==> src/rtl/hsid_mse_pkg.sv <==
// rtl/hsid_mse_pkg.sv - shared types, default widths and width helper for the MSE accumulator
package hsid_mse_pkg;

    typedef enum logic [1:0] {
        IDLE,
        ACC,
        DIV,
        DONE
    } mse_acc_state_t;

    localparam int DEF_DATA_WIDTH     = 16;
    localparam int DEF_DATA_WIDTH_SUM = DEF_DATA_WIDTH * 2;
    localparam int DEF_CNT_WIDTH      = 10;

    // Enough headroom for (2^CNT_WIDTH - 1) maximal sums plus the divider's shifted remainder.
    function automatic int acc_width(input int sum_w, input int cnt_w);
        return sum_w + cnt_w + 2;
    endfunction

endpackage

==> src/rtl/hsid_mse_acc_if.sv <==
// rtl/hsid_mse_acc_if.sv - batch-sum input, length/start control and MSE result handshake
interface hsid_mse_acc_if
    import hsid_mse_pkg::*;
#(
    parameter int DATA_WIDTH     = DEF_DATA_WIDTH,
    parameter int DATA_WIDTH_SUM = DATA_WIDTH * 2,
    parameter int CNT_WIDTH      = DEF_CNT_WIDTH,
    parameter int ACC_WIDTH      = acc_width(DATA_WIDTH_SUM, CNT_WIDTH)
) ();

    logic                      start;
    logic [CNT_WIDTH-1:0]      vctr_len;
    logic                      sum_valid;
    logic [DATA_WIDTH_SUM-1:0] sum_in;
    logic                      mse_ready;
    logic                      mse_valid;
    logic [ACC_WIDTH-1:0]      mse_out;
    logic                      busy;

    modport master (
        output start, vctr_len, sum_valid, sum_in, mse_ready,
        input  mse_valid, mse_out, busy
    );

    modport slave (
        input  start, vctr_len, sum_valid, sum_in, mse_ready,
        output mse_valid, mse_out, busy
    );

endinterface

==> src/rtl/hsid_div_seq.sv <==
// rtl/hsid_div_seq.sv - restoring divider, one quotient bit per cycle, done pulse on the last bit
module hsid_div_seq
    import hsid_mse_pkg::*;
#(
    parameter int WIDTH = acc_width(DEF_DATA_WIDTH_SUM, DEF_CNT_WIDTH)
) (
    input  logic             clk,
    input  logic             rst_n,
    input  logic             start,
    input  logic [WIDTH-1:0] dividend,
    input  logic [WIDTH-1:0] divisor,
    output logic             done,
    output logic [WIDTH-1:0] quotient
);

    localparam int CW = $clog2(WIDTH + 1);

    logic             busy_q, busy_d;
    logic             done_q, done_d;
    logic [CW-1:0]    cnt_q, cnt_d;
    logic [WIDTH-1:0] rem_q, rem_d;
    logic [WIDTH-1:0] quo_q, quo_d;
    logic [WIDTH-1:0] dvs_q, dvs_d;
    logic [WIDTH:0]   rem_sh, diff;

    // Divider state registers; the quotient register starts out holding the dividend and shifts it out.
    always_ff @(posedge clk or negedge rst_n) begin
        if (!rst_n) begin
            busy_q <= 1'b0;
            done_q <= 1'b0;
            cnt_q  <= '0;
            rem_q  <= '0;
            quo_q  <= '0;
            dvs_q  <= '0;
        end else begin
            busy_q <= busy_d;
            done_q <= done_d;
            cnt_q  <= cnt_d;
            rem_q  <= rem_d;
            quo_q  <= quo_d;
            dvs_q  <= dvs_d;
        end
    end

    // One restoring step: shift in the next dividend bit, keep the subtraction only if it did not borrow.
    always_comb begin
        rem_sh = {rem_q, quo_q[WIDTH-1]};
        diff   = rem_sh - {1'b0, dvs_q};
        busy_d = busy_q;
        done_d = 1'b0;
        cnt_d  = cnt_q;
        rem_d  = rem_q;
        quo_d  = quo_q;
        dvs_d  = dvs_q;
        if (start) begin
            busy_d = 1'b1;
            cnt_d  = CW'(WIDTH);
            rem_d  = '0;
            quo_d  = dividend;
            dvs_d  = divisor;
        end else if (busy_q) begin
            quo_d = {quo_q[WIDTH-2:0], ~diff[WIDTH]};
            rem_d = diff[WIDTH] ? rem_sh[WIDTH-1:0] : diff[WIDTH-1:0];
            cnt_d = cnt_q - CW'(1);
            if (cnt_q == CW'(1)) begin
                busy_d = 1'b0;
                done_d = 1'b1;
            end
        end
    end

    assign done     = done_q;
    assign quotient = quo_q;

endmodule

==> src/rtl/hsid_mse_acc.sv <==
// rtl/hsid_mse_acc.sv - accumulates per-word squared-difference sums and emits their per-element mean
module hsid_mse_acc
    import hsid_mse_pkg::*;
#(
    parameter int DATA_WIDTH     = DEF_DATA_WIDTH,
    parameter int DATA_WIDTH_SUM = DATA_WIDTH * 2,
    parameter int CNT_WIDTH      = DEF_CNT_WIDTH,
    parameter int ACC_WIDTH      = acc_width(DATA_WIDTH_SUM, CNT_WIDTH)
) (
    input  logic             clk,
    input  logic             rst_n,
    hsid_mse_acc_if.slave    bus
);

    mse_acc_state_t       state_q, state_d;
    logic [CNT_WIDTH-1:0] len_q, len_d;
    logic [CNT_WIDTH-1:0] cnt_q, cnt_d;
    logic [ACC_WIDTH-1:0] acc_q, acc_d;
    logic [ACC_WIDTH-1:0] mse_q, mse_d;
    logic [ACC_WIDTH-1:0] sum_ext, dividend, divisor, quotient;
    logic                 acc_take, last_word, div_start, div_done;

    assign sum_ext   = {{(ACC_WIDTH - DATA_WIDTH_SUM){1'b0}}, bus.sum_in};
    assign acc_take  = (state_q == ACC) && bus.sum_valid;
    assign last_word = (cnt_q == len_q - CNT_WIDTH'(1));
    // The divider is loaded on the same edge that accepts the final word, so it sees the finished total.
    assign div_start = acc_take && last_word;
    assign dividend  = acc_q + sum_ext;
    // Two elements per word, so the element count is the word count shifted left once.
    assign divisor   = {{(ACC_WIDTH - CNT_WIDTH - 1){1'b0}}, len_q, 1'b0};

    hsid_div_seq #(
        .WIDTH (ACC_WIDTH)
    ) u_div (
        .clk      (clk),
        .rst_n    (rst_n),
        .start    (div_start),
        .dividend (dividend),
        .divisor  (divisor),
        .done     (div_done),
        .quotient (quotient)
    );

    // State and datapath registers, all cleared by the asynchronous reset.
    always_ff @(posedge clk or negedge rst_n) begin
        if (!rst_n) begin
            state_q <= IDLE;
            len_q   <= '0;
            cnt_q   <= '0;
            acc_q   <= '0;
            mse_q   <= '0;
        end else begin
            state_q <= state_d;
            len_q   <= len_d;
            cnt_q   <= cnt_d;
            acc_q   <= acc_d;
            mse_q   <= mse_d;
        end
    end

    // Next-state decision: start only in IDLE, result release only in DONE.
    always_comb begin
        state_d = state_q;
        unique case (state_q)
            IDLE: if (bus.start) state_d = (bus.vctr_len == '0) ? DONE : ACC;
            ACC:  if (div_start) state_d = DIV;
            DIV:  if (div_done)  state_d = DONE;
            DONE: if (bus.mse_ready) state_d = IDLE;
            default: state_d = IDLE;
        endcase
    end

    // Datapath updates: latch length on start, accumulate valid words, capture the quotient.
    always_comb begin
        len_d = len_q;
        cnt_d = cnt_q;
        acc_d = acc_q;
        mse_d = mse_q;
        if (state_q == IDLE && bus.start) begin
            len_d = bus.vctr_len;
            cnt_d = '0;
            acc_d = '0;
            if (bus.vctr_len == '0) begin
                mse_d = '0;
            end
        end else if (acc_take) begin
            acc_d = acc_q + sum_ext;
            cnt_d = cnt_q + CNT_WIDTH'(1);
        end else if (state_q == DIV && div_done) begin
            mse_d = quotient;
        end
    end

    // Outputs decoded straight from registers so reset clears them without waiting for a clock.
    always_comb begin
        bus.mse_valid = (state_q == DONE);
        bus.busy      = (state_q != IDLE);
        bus.mse_out   = mse_q;
    end

endmodule

==> src/flat_wrapper.sv <==
// flat-port wrapper written by rule: the top's interface ports become plain ports
module hsid_mse_acc_flat import hsid_mse_pkg::*;
#(
    parameter int DATA_WIDTH     = DEF_DATA_WIDTH,
    parameter int DATA_WIDTH_SUM = DATA_WIDTH * 2,
    parameter int CNT_WIDTH      = DEF_CNT_WIDTH,
    parameter int ACC_WIDTH      = acc_width(DATA_WIDTH_SUM, CNT_WIDTH)
)
  (clk, rst_n, bus_start, bus_vctr_len, bus_sum_valid, bus_sum_in, bus_mse_ready, bus_mse_valid, bus_mse_out, bus_busy);
  hsid_mse_acc_if #(.DATA_WIDTH(DATA_WIDTH), .DATA_WIDTH_SUM(DATA_WIDTH_SUM), .CNT_WIDTH(CNT_WIDTH), .ACC_WIDTH(ACC_WIDTH)) bus_i ();
  input  logic clk;
  input  logic rst_n;
  input wire logic [$bits(bus_i.start)-1:0] bus_start;
  input wire logic [$bits(bus_i.vctr_len)-1:0] bus_vctr_len;
  input wire logic [$bits(bus_i.sum_valid)-1:0] bus_sum_valid;
  input wire logic [$bits(bus_i.sum_in)-1:0] bus_sum_in;
  input wire logic [$bits(bus_i.mse_ready)-1:0] bus_mse_ready;
  output wire logic [$bits(bus_i.mse_valid)-1:0] bus_mse_valid;
  output wire logic [$bits(bus_i.mse_out)-1:0] bus_mse_out;
  output wire logic [$bits(bus_i.busy)-1:0] bus_busy;
  assign bus_i.start = bus_start;
  assign bus_i.vctr_len = bus_vctr_len;
  assign bus_i.sum_valid = bus_sum_valid;
  assign bus_i.sum_in = bus_sum_in;
  assign bus_i.mse_ready = bus_mse_ready;
  assign bus_mse_valid = bus_i.mse_valid;
  assign bus_mse_out = bus_i.mse_out;
  assign bus_busy = bus_i.busy;
  hsid_mse_acc #(.DATA_WIDTH(DATA_WIDTH), .DATA_WIDTH_SUM(DATA_WIDTH_SUM), .CNT_WIDTH(CNT_WIDTH), .ACC_WIDTH(ACC_WIDTH)) u_core (.clk(clk), .rst_n(rst_n), .bus(bus_i));
endmodule
==> config.mk <==
export PLATFORM = sky130hd
export DESIGN_NAME = hsid_mse_acc_flat
export DESIGN_NICKNAME = d
export VERILOG_FILES = /design/src/rtl/hsid_mse_pkg.sv /design/src/rtl/hsid_mse_acc_if.sv /design/src/rtl/hsid_div_seq.sv /design/src/rtl/hsid_mse_acc.sv /design/src/flat_wrapper.sv
export SDC_FILE = /design/constraint.sdc
export NUM_CORES = 1
export LEC_CHECK = 0
export ABC_AREA = 1
export ABC_CLOCK_PERIOD_IN_PS = 5300
export CORE_UTILIZATION = 30
export DETAILED_ROUTE_END_ITERATION = 10
export GPL_ROUTABILITY_DRIVEN = 1
export HOLD_SLACK_MARGIN = 0.05
export PLACE_DENSITY = 0.45
export SYNTH_ARGS = -nofsm -noshare
export SYNTH_HDL_FRONTEND = slang
export SYNTH_SLANG_ARGS = --single-unit
export TNS_END_PERCENT = 20
==> constraint.sdc <==
create_clock -name clk -period 5.3 [get_ports clk]
set_input_delay 0.53 -clock clk [delete_from_list [all_inputs] [get_ports clk]]
set_output_delay 0.53 -clock clk [all_outputs]
set_load 0.03 [all_outputs]
==> results.yml, run 1 <==
outcome:
  status: "completed"
routing:
  drt-wirelength-per-cell_um: 16.2
  drt_first_pass_iters: 5
  drc: 0
  via_count: 14000
  drtAntennaViolNets: 0
  drtIter0Drc: 939
  vias_per_cell: 4.79
  wl_um: 47400
power:
  power_density_nw_per_um2: 536
  leakage_nw: 8.84
  vdd_drop_max_mv: 0.221
place:
  hpwl_um: 34900
  dpl_cell_area_um2: 16100
  finalWeightedCongestion: 0.905
  dp_cells: 2873
  io_buffers: 92
worst_setup_path:
  critPathArrivalTime_ps: 3560
  cp-end-kind: "flop"
  start_kind: "flop"
  crit_fanout: 69
  crit_type: "reg -> reg"
  r2r_cells: 14
  worstPathRequired_ps: 5760
synthesis:
  yosysMostFrequentCell: "nand2_1"
  synth.area.top_cells: "dfrtp_1, nand2_1, nand3_1, inv_1, ha_1"
  syn-num-nets: 2322
  synth_edf_count: 0
  netlist_area_um2: 14600
  synth-seq-cells: 216
  synth_top_area_cell: "dfrtp_1"
  synthFlopType: "dfrtp_1"
  yosysWarnings: 0
  avgSynthCellArea_um2: 6.58
  synthTopCellsByCount: "nand2_1, inv_1, nand3_1, dfrtp_1, nor2_1"
  synth_cells: 2222
  synth_top_area_share_pct: 37.0
  seq_area_frac_synth_pct: 37.0
  synth_cell_types: 40
  async_reset_ff_share_pct: 100
cells_and_area:
  nFillCells: 5228
  area_delta_synth_final_pct: 16.7
  final_nets: 2388
  multi_input_area_um2: 7730
  fin_util_pct: 35.6
  final_cell_area_um2: 17100
  diodes: 0
  register_area_um2: 5410
  drive_gt1_share_pct: 3.34
  finalNonFillerCells: 2923
clock_network:
  cts_sinks: 216
  cts_tree: "done"
  cts_inserted_buffers: 27
  clk-insertion-delay-late_ps: 570
  ctsRootBufferMaster: "clkbuf_16"
  clk_pin_slew_ps: 60
  ctsHtreeMaxLevel: 1
  post-cts-setup-buffers: 0
  cts_buffer_depth: 3
  ctsResizeCount: 0
floorplan:
  rows: 80
  design.core.area_um2: 47900
  die_w_um: 223
  start_util_pct: 30.5
  die_h_um: 223
  die_area_um2: 49600
  ios: 93
timing:
  tightest_slew_ps: 1080
  min_period_over_period_pct: 58.4
  final.min_clock_period_ps: 3100
  finClkSkew_ps: 22.6
  max_freq_mhz: 323
  final-setup-viol-count: 0
  hold_viol: 0
  setup_tns_ps: 0
  maxSlewHeadroom_pct: 27.8
  report.final.slew_viol_count: 0
  rsz0062_at_grt: "false"
job:
  maxCapViolations: 0
global_routing:
  grtUsageTotal_pct: 19.5
  grt_pass1_vias: 13800
  grt_pass1_wl_um: 77700
  globalRouteOverflowTotal: 0
  grt_max_degree: 107
  antenna_found_initial: 0
hold_path:
  hold_class: "in -> async"
==> metal layers <==
layer  GRT usage (%)  share of wire, %
met5               0                 0
met3            2.08               3.3
met2            31.2                45
met4            5.47               2.9
met1            27.9                49
==> worst paths after layout <==
kind	slack (ps)	to	startpoint
worst min register to register	490	u_core.acc_q[29]	u_core.acc_q[29]
worst min-delay path	480	u_core.u_div.rem_q[12]	rst_n
worst max-delay path	2200	u_core.u_div.rem_q[8]	u_core.len_q[0]
worst max register to register	2200	u_core.u_div.rem_q[8]	u_core.len_q[0]
max in group asynchronous	3580	u_core.u_div.dvs_q[2]	rst_n
min in group clk	490	u_core.acc_q[29]	u_core.acc_q[29]
==> area by class of cell <==
cell class	count	area share [%]
multi-input combinational	1620	45.3
inverter	320	7.04
sequential	216	31.7
clock inverter	8	0.448
tap	615	4.51
clock buffer	41	4.97
timing repair buffer	103	6.00
==> where the power goes <==
group,switching (mW),internal (mW),total [mW]
logic,3.02,1.44,4.46
clock network,0.779,1.14,1.92
registers,0.538,2.22,2.76
==> sequential cells by signal (all words and copies together) (netlist names) <==
| signal | flops |
|---|---|
| u_core.acc_q | 44 |
| u_core.len_q | 10 |
| u_core.u_div.quotient | 44 |
| u_core.bus.mse_out | 44 |
| u_core.u_div.done | 1 |
| u_core.cnt_q | 10 |
| u_core.u_div.rem_q | 44 |
| u_core.state_q | 2 |
| u_core.u_div.cnt_q | 6 |
| u_core.u_div.busy_q | 1 |
| u_core.u_div.dvs_q | 10 |
==> per-stage QoR <==
step                      worst slack (ps)  power (mW)  hold slack [ps]
after floorplan                       3150        5.80              234
after global placement                2070        7.26              469
after detailed placement              2120        7.26              472
after CTS                             2160        9.25              485
after global routing                  1800        9.97              504
final                                 2200        9.14              477
==> worst max-delay path: stages, from the launching register on <==
cell and delay, ps:
dfrtp_1 390, inv_1 160, ha_1 270, nand2_1 140
inv_2 80, nand2_1 80, or2_0 200, nand2_1 70
inv_1 40, nand3_1 120, nor2_4 60, nor2_8 720
buf_4 420, nand2_1 80, o21ai_1 90
==> logic make-up (layout without fill, tap and decap cells) <==
group / count (synthesis) / count (layout) / share of synthesized area, %
buffers and inverters: 386 / 472 / 10.3
AO/OA/AOI/OAI: 189 / 189 / 6.99
adder cells (fa/ha/maj): 53 / 53 / 4.64
flip-flops: 216 / 216 / 37.0
XOR/XNOR: 45 / 45 / 2.70
AND/OR/NAND/NOR: 1333 / 1333 / 38.3
==> layout by cell type (no fill, tap or decap), types with 2 or more instances in the layout <==
cell type	Yosys	final
nand2_1	781	779
inv_1	314	314
nand3_1	309	309
dfrtp_1	216	216
nor2_1	166	164
o21ai_0	115	115
clkdlybuf4s50_1	0	91
ha_1	51	51
xor2_1	38	38
a21oi_1	37	37
nand4_1	30	30
clkbuf_16	0	27
a22o_1	17	17
nor3_1	14	14
o21ai_1	14	13
clkbuf_8	0	12
nand3b_1	11	11
buf_4	9	9
xnor2_1	7	7
inv_2	5	5
nor4_1	5	5
nor2_4	2	4
nand2_2	2	4
nor2_2	3	3
clkinv_2	0	3
clkinvlp_4	0	3
or2_0	2	2
and3_1	2	2
nand2b_1	2	2
fa_1	2	2
clkbuf_1	35	2
==> timing repair <==
action,4_1_cts,5_1_grt
endpoints found under the hold margin,50,0
hold buffers,1,0
endpoints found under the setup margin,0,0
Note: power is estimated with default switching activity, not from simulation.
==> run 2, diff against run 1 <==
--- a/config.mk
+++ b/config.mk
@@ -6,12 +6,12 @@
 export NUM_CORES = 1
 export LEC_CHECK = 0
 export ABC_AREA = 1
-export ABC_CLOCK_PERIOD_IN_PS = 5300
+export ABC_CLOCK_PERIOD_IN_PS = 2680
 export CORE_UTILIZATION = 30
 export DETAILED_ROUTE_END_ITERATION = 10
 export GPL_ROUTABILITY_DRIVEN = 1
 export HOLD_SLACK_MARGIN = 0.05
-export PLACE_DENSITY = 0.45
+export PLACE_DENSITY = 0.47
 export SYNTH_ARGS = -nofsm -noshare
 export SYNTH_HDL_FRONTEND = slang
 export SYNTH_SLANG_ARGS = --single-unit
==> constraint.sdc (replaced) <==
create_clock -name clk -period 2.68 [get_ports clk]
set_input_delay 0.268 -clock clk [delete_from_list [all_inputs] [get_ports clk]]
set_output_delay 0.268 -clock clk [all_outputs]
set_load 0.03 [all_outputs]
==> results.yml, run 2 (same netlist as run 1, synthesis figures left out) <==
outcome:
  status: "completed"
cells_and_area:
  final_nets: 2444
  final_common_cell: "nand2_1"
  multi_input_area_um2: 7760
  mostFrequentLayoutCells: "nand2_1, inv_1, nand3_1"
  finalNonFillerCells: 2979
  drive_gt1_share_pct: 5.88
  nFillCells: 5116
  diodes: 0
  register_area_um2: 5410
  area_delta_synth_final_pct: 21.2
hold_path:
  hold_class: "in -> async"
global_routing:
  grt_pass1_wl_um: 77100
  antenna_found_initial: 0
  grt_pass1_vias: 14100
  globalRouteOverflowTotal: 0
  grt_max_degree: 70
  grtUsageTotal_pct: 19.4
timing:
  maxSlewHeadroom_pct: 54.1
  hold_viol: 0
  final-setup-viol-count: 0
  rsz0062_at_grt: "false"
  tightest_slew_ps: 689
  report.final.slew_viol_count: 0
  finClkSkew_ps: 32.3
  min_period_over_period_pct: 92.3
  final.min_clock_period_ps: 2470
  max_freq_mhz: 404
place:
  io_buffers: 92
  finalWeightedCongestion: 0.911
  dp_cells: 2926
  hpwl_um: 35700
routing:
  drt-wirelength-per-cell_um: 16.2
  vias_per_cell: 4.80
  drtAntennaViolNets: 0
  drt_first_pass_iters: 6
  drc: 0
  drtIter0Drc: 949
  via_count: 14300
  wl_um: 48100
worst_setup_path:
  critPathArrivalTime_ps: 2980
  start_kind: "flop"
  r2r_cells: 15
  rr_startpoint: "u_core.len_q[0]"
  worstPathRequired_ps: 3180
  crit_type: "reg -> reg"
  crit_start: "u_core.len_q[0]"
  crit_fanout: 31
  r2r_setup_slack_ps: 210
  cp-end-kind: "flop"
  rr_endpoint: "u_core.u_div.rem_q[25]"
floorplan:
  design.core.area_um2: 47900
  rows: 80
  die_area_um2: 49600
  ios: 93
  start_util_pct: 30.5
  die_w_um: 223
  die_h_um: 223
power:
  power_density_nw_per_um2: 1040
  totalPowerFinal_mw: 18.5
  leakage_nw: 9.21
  vdd_drop_max_mv: 0.478
clock_network:
  cts_inserted_buffers: 27
  clk_pin_slew_ps: 60
  cts_tree: "done"
  cts_sinks: 216
  clk-insertion-delay-late_ps: 580
  ctsHtreeMaxLevel: 1
  ctsRootBufferMaster: "clkbuf_16"
  cts_buffer_depth: 3
job:
  maxCapViolations: 0
==> run 2: cell types whose count changed in the layout (fill, tap and decap cells not counted), moves of 2 or more <==
| cell | delta |
|---|---|
| buf_12 | +14 |
| buf_4 | +39 |
| clkbuf_16 | +2 |
| clkbuf_8 | -6 |
| clkinv_2 | +4 |
| clkinvlp_4 | -2 |
| nand2_1 | -4 |
| nand2_2 | +4 |
==> run 2: timing repair <==
item,in CTS,in global routing
endpoints found under the setup margin,0,88
resized for setup,0,11
endpoints found under the hold margin,65,0
hold buffers,1,0
buffers inserted,0,1
==> run 2: how the worst max path moves through the flow <==
stage / slack, ps / endpoint
after floorplan: 530 / u_core.u_div.rem_q[5]
after detailed placement: -20 / u_core.u_div.quotient[26]
final: 210 / u_core.u_div.rem_q[25]
after CTS: 100 / u_core.u_div.rem_q[37]
after global placement: -50 / u_core.u_div.quotient[26]
after global routing: 8 / u_core.u_div.rem_q[11]
==> run 2: power by group <==
group,internal [mW],leakage [nW],switching (mW),total [mW]
Sequential,4.40,2.63,1.04,5.43
Combinational,3.24,6.12,6.05,9.29
Clock,2.21,0.454,1.53,3.75
==> run 2: final cells by class <==
| type | instances | share of cell area [%] |
|---|---|---|
| multi-input cells | 1620 | 43.8 |
| repair buffers | 159 | 9.45 |
| inverters | 320 | 6.78 |
| clock inverters | 13 | 0.791 |
| clock buffers | 36 | 4.34 |
| flip-flops and latches | 216 | 30.5 |
| well taps | 615 | 4.34 |
==> run 2: per-layer routing <==
layer  vias up  wire, µm  GRT usage (%)
met1      6672     22900           26.6
met3        68      1780           2.29
met4         0      1180           5.09
met5         -         0              0
li1       7261         -              -
met2       293     22200           32.1
==> run 2: critical path, cell delays in order, from the launching register on <==
cell and delay [ps]:
dfrtp_1 400, inv_1 170, ha_1 280, nand2_1 140, inv_2 90, nand2_1 80
or2_0 200, nand2_1 60, inv_1 30, nand3_1 120, nor2_4 60, buf_12 140
nor2_8 170, buf_16 210, nand3_1 120, nand2_1 70
==> run 2: per-stage QoR <==
step	setup WS [ps]	hold WS [ps]	utilization (%)	area, µm²	TNS, ps
6_report	205	286	36.9	17700	0
5_1_grt	8.30	306	36.9	17700	0
2_1_floorplan	527	-27.6	-	14600	0
3_5_place_dp	-22.7	319	34.8	16700	-34.5
3_3_place_gp	-48.5	320	34.8	16700	-71.8
4_1_cts	97.6	262	36.7	17600	0
